### src/rtl/ifetch_prefetch_unit.sv
// Instruction fetch stage: owns the PC, keeps one fetch in flight and buffers words in an in-order queue.
// Optional redirect/stall performance counters are built when IFETCH_PERF_CNT_EN is defined.
module ifetch_prefetch_unit #(
   parameter int unsigned DEPTH    = 4,
   parameter logic [31:0] RESET_PC = 32'h0000_0000
) (
   input  logic        clk,
   input  logic        reset,
   output logic        imem_req,
   output logic [31:0] imem_addr,
   input  logic        imem_ready,
   input  logic        imem_rvalid,
   input  logic [31:0] imem_rdata,
   output logic [31:0] Instruction,
   output logic [31:0] ins_pc,
   output logic        ins_valid,
   input  logic        ins_ready,
   input  logic        Branch,
   input  logic        zero,
   input  logic        Jump,
   output logic [15:0] flush_cnt,
   output logic [15:0] stall_cnt
);
   localparam int unsigned AW = $clog2(DEPTH);
   localparam int unsigned PW = AW + 1;

   typedef enum logic [1:0] {IDLE = 2'd0, WAIT = 2'd1, DROP = 2'd2} state_t;

   state_t        r_state, w_state_nxt;
   logic [31:0]   r_fetch_pc, w_fetch_pc_nxt;
   logic [31:0]   r_q_ins [DEPTH];
   logic [31:0]   r_q_pc  [DEPTH];
   logic [PW-1:0] r_wr_ptr, r_rd_ptr;
   logic [PW-1:0] w_count;
   logic          w_full, w_consume, w_redirect, w_push, w_req;
   logic [31:0]   w_head_ins, w_head_pc, w_pc4, w_br_off, w_target;

   assign w_count    = r_wr_ptr - r_rd_ptr;
   assign w_full     = (w_count == PW'(DEPTH));
   assign ins_valid  = (r_wr_ptr != r_rd_ptr);
   assign w_head_ins = r_q_ins[r_rd_ptr[AW-1:0]];
   assign w_head_pc  = r_q_pc[r_rd_ptr[AW-1:0]];
   assign Instruction = ins_valid ? w_head_ins : 32'd0;
   assign ins_pc      = ins_valid ? w_head_pc  : 32'd0;

   // Redirect decode for the instruction being consumed; Jump wins over a taken branch
   assign w_consume  = ins_valid & ins_ready;
   assign w_redirect = w_consume & (Jump | (Branch & zero));
   assign w_pc4      = w_head_pc + 32'd4;
   assign w_br_off   = {{14{w_head_ins[15]}}, w_head_ins[15:0], 2'b00};
   assign w_target   = Jump ? {w_pc4[31:28], w_head_ins[25:0], 2'b00} : (w_pc4 + w_br_off);

   // Fetch FSM next-state; an in-flight fetch that gets redirected must be drained in DROP
   always_comb begin
      w_state_nxt    = r_state;
      w_fetch_pc_nxt = r_fetch_pc;
      w_req          = 1'b0;
      w_push         = 1'b0;
      case (r_state)
         IDLE: begin
            w_req = reset & ~w_full & ~w_redirect;
            if (w_req && imem_ready) begin
               w_state_nxt    = WAIT;
               w_fetch_pc_nxt = r_fetch_pc + 32'd4;
            end
         end
         WAIT: begin
            if (imem_rvalid) begin
               w_state_nxt = IDLE;
               w_push      = ~w_redirect;
            end
         end
         DROP: begin
            if (imem_rvalid) w_state_nxt = IDLE;
         end
         default: w_state_nxt = IDLE;
      endcase
      if (w_redirect) begin
         w_fetch_pc_nxt = w_target;
         w_state_nxt    = ((r_state != IDLE) && !imem_rvalid) ? DROP : IDLE;
      end
   end

   assign imem_req  = w_req;
   assign imem_addr = r_fetch_pc;

   always_ff @(posedge clk) begin
      if (!reset) begin
         r_state    <= IDLE;
         r_fetch_pc <= RESET_PC;
         r_wr_ptr   <= '0;
         r_rd_ptr   <= '0;
      end else begin
         r_state    <= w_state_nxt;
         r_fetch_pc <= w_fetch_pc_nxt;
         if (w_redirect) begin
            r_rd_ptr <= r_wr_ptr;
         end else begin
            if (w_push)    r_wr_ptr <= r_wr_ptr + PW'(1);
            if (w_consume) r_rd_ptr <= r_rd_ptr + PW'(1);
         end
      end
   end

   // Queue storage; the outstanding address is fetch_pc-4 because fetch_pc advanced on accept
   always_ff @(posedge clk) begin
      if (w_push) begin
         r_q_ins[r_wr_ptr[AW-1:0]] <= imem_rdata;
         r_q_pc[r_wr_ptr[AW-1:0]]  <= r_fetch_pc - 32'd4;
      end
   end

`ifdef IFETCH_PERF_CNT_EN
   logic [15:0] r_flush_cnt, r_stall_cnt;

   always_ff @(posedge clk) begin
      if (!reset) begin
         r_flush_cnt <= '0;
         r_stall_cnt <= '0;
      end else begin
         if (w_redirect && (r_flush_cnt != 16'hFFFF)) r_flush_cnt <= r_flush_cnt + 16'd1;
         if (!ins_valid && (r_stall_cnt != 16'hFFFF)) r_stall_cnt <= r_stall_cnt + 16'd1;
      end
   end

   assign flush_cnt = r_flush_cnt;
   assign stall_cnt = r_stall_cnt;
`else
   assign flush_cnt = 16'd0;
   assign stall_cnt = 16'd0;
`endif

endmodule

### config.mk
export PLATFORM = sky130hd
export DESIGN_NAME = ifetch_prefetch_unit
export DESIGN_NICKNAME = d
export VERILOG_FILES = /design/src/rtl/ifetch_prefetch_unit.sv
export SDC_FILE = /design/constraint.sdc
export NUM_CORES = 1
export LEC_CHECK = 0
export ABC_AREA = 1
export CORE_ASPECT_RATIO = 1.4
export CORE_UTILIZATION = 61
export DETAILED_ROUTE_END_ITERATION = 10
export PLACE_DENSITY = 0.83
export SLEW_MARGIN = 40
export SYNTH_ARGS = -nofsm -noshare
export SYNTH_HDL_FRONTEND = slang
export SYNTH_SLANG_ARGS = --single-unit
### constraint.sdc
create_clock -name clk -period 9.7 [get_ports clk]
set_clock_uncertainty 0.05 [all_clocks]
set_input_delay 1.94 -clock clk [delete_from_list [all_inputs] [get_ports clk]]
set_output_delay 1.94 -clock clk [all_outputs]
set_load 0.005 [all_outputs]
==> results.md <==
* Met2 Track Usage GR at 59.4%
* Ys flop type: edfxtp_1
* Gate Count Post-Synth at 1,986
* Core area at 27,000 sq um
* Initial antenna violation count at 0
* Worst Hold Class: reg2reg
* Busiest layer in global routing: met2
* ANT nets after route at 0
* Die Span X at 142 um
* Port bufs at 137
* Largest net degree at the start of global routing at 71
* Via count at 14,200
* Initial core utilization at 62.3%
* Tmin final at 6.36 ns
* Post-cts sizing count at 0
* Commonest cells post-synth: nand2_1, edfxtp_1, inv_1, nor2_1, a21oi_1
* Crit Path Class: in2out
* Max Fanout on Critical Path at 52
* WL final at 47.3 mm
* GRT Total Usage at 34.3%
* Hpwl dp at 33.7 mm
* Synth async-reset ratio at 0%
* Critical path launch point type: input pin
* CP endpoint kind: output port
* Final RePlAce weighted congestion at 0.988
* Routed length per instance at 19.2 um
* Final std cells w/o fill at 2,467
* Die Span Y at 198 um
* Diodes inserted at 0
* Worst endpoint data arrival time at 4.37 ns
* Global-route wire length before repair at 73.2 mm
* Met3 usage at 4.57%
* CTS root buffer: clkbuf_16
* Area delta synth->final at 14.1%
* Tightest Pin Transition at 0.791 ns
* Die area at 28,200 sq um
* GRT met1 Usage at 40.9%
* Syn_area_per_cell at 8.47 sq um
* CTS tree: built
* Status: finished, final reports clean
* Main area contributors after synthesis: edfxtp_1, nand2_1, inv_1
* Fill count at 2,087
* Hold_buf cts at 0
* TNS Setup at 0 ns
* Clock transition at path regs at 0.06 ns
* Final hold violation count at 0
* Later-pin clock latency in the skew report at 0.55 ns
* TritonRoute pass-1 iters at 6
* I/O pin cnt at 170
* Congestion Overflow GR at 0
* Row cnt at 71
* Layout cell share with drive strength beyond 1 at 4.38%
* H-Tree Depth at 1
* RSZ-0062 raised after global routing: false
* Ys Warns at 0
* First DRT Iteration DRCs at 1,262
* Number of max-cap violations at 0
* Final #Nets at 2,169
* Cell area after synthesis at 16,800 sq um
* Placed Instances at 2,418
* Post-synthesis register bit count at 298
* Remaining DRCs at 0
* Number of synthesized flops with an enable pin at 256
* Area leader, netlist: edfxtp_1
* Worst endpoint required time at 7.71 ns
* Via density at 5.74
* Crit share post-route at 65.6%
* Slew HR at 47.3%
* Vias in the first global route at 13,600
* Slew Limit Fails at 0
* Seq/Total Area, Yosys at 50.7%
* Highest Clock Rate at 0.157 GHz
* Dominant cell by count in the synthesized netlist: nand2_1
* Synth cell types at 43
* # clock sinks at 298
* Setup Fix Bufs, Post-CTS at 0
* CTS buffer count at 27
* Endpoints failing setup at 0
* Top-area cell type share of the netlist area at 45.7%
* Clock Path Buffers at 3
## state kept, by name, indices dropped and copies added, names as in the netlist, named ones only
name       count
r_rd_ptr       3
r_wr_ptr       3
r_state        2
r_q_ins      128
imem_addr     32
r_q_pc       128
## routing by layer
layer,vias to the layer above,part of all wire [%]
met5,-,0
met4,0,5.6
met3,155,7.5
met2,701,50
met1,6603,37
li1,6703,-
## critical path, stage by stage
cell and delay (ns):
clkdlybuf4s50_1 0.39, buf_4 0.24, a21oi_1 0.31, inv_1 0.13, nand3_2 0.09, buf_4 0.44, nand2_1 0.17, nor2_1 0.13
clkdlybuf4s50_1 0.51
## layout make-up
type                    count  area, sq um  area share [%]
inverters                 244          917            4.78
flip-flops and latches    298         8530            44.5
well taps                 365          457            2.38
repair buffers            153         1520            7.90
multi-input cells        1358         6890            35.9
clock inverters            15          165           0.861
clock buffers              34          712            3.71
## final timing paths
path                           endpoint                     from  slack [ns]  depth (start not counted)
min             r_state[1]$_SDFFE_PN0P_  r_state[1]$_SDFFE_PN0P_        0.43                          2
min reg2reg     r_state[1]$_SDFFE_PN0P_  r_state[1]$_SDFFE_PN0P_        0.43                          2
max                            imem_req                     Jump        3.34                          9
max reg2reg  imem_addr[30]$_SDFFE_PN0P_                flip-flop        4.22                         20
## cell families after synthesis
group / count (synthesis) / synth area share (%)
DFF: 298 / 50.7
AOI/OAI and AO/OA: 297 / 9.90
adders and majority gates: 47 / 3.54
and+or+nand+nor: 899 / 22.2
xor gates and xnor gates: 83 / 4.32
buffers and inverters: 361 / 9.26
other: 1 / 0.0223
## cell usage in the layout (no fill, tap or decap), types with 46 or more instances in the layout
master             n
a21oi_1          133
nand3_1          125
nand2_1          488
nor2_1           196
edfxtp_1         256
o21ai_0          102
inv_1            240
ha_1              46
clkdlybuf4s50_1  137
xor2_1            76
## metrics by stage
stage	setup WS [ns]	hold WS, ns	util, %	instance area, sq um
global route	3.17	0.440	71.1	19200
floorplan	3.63	0.390	-	16900
CTS	3.36	0.422	71.1	19200
detailed placement	3.38	0.407	67.8	18300
finish	3.34	0.428	71.1	19200
global placement	3.31	0.401	67.7	18300
Power is left out: the tool's default activity adds up to more than one toggle a clock period on the data nets, which glitch-free logic cannot reach.
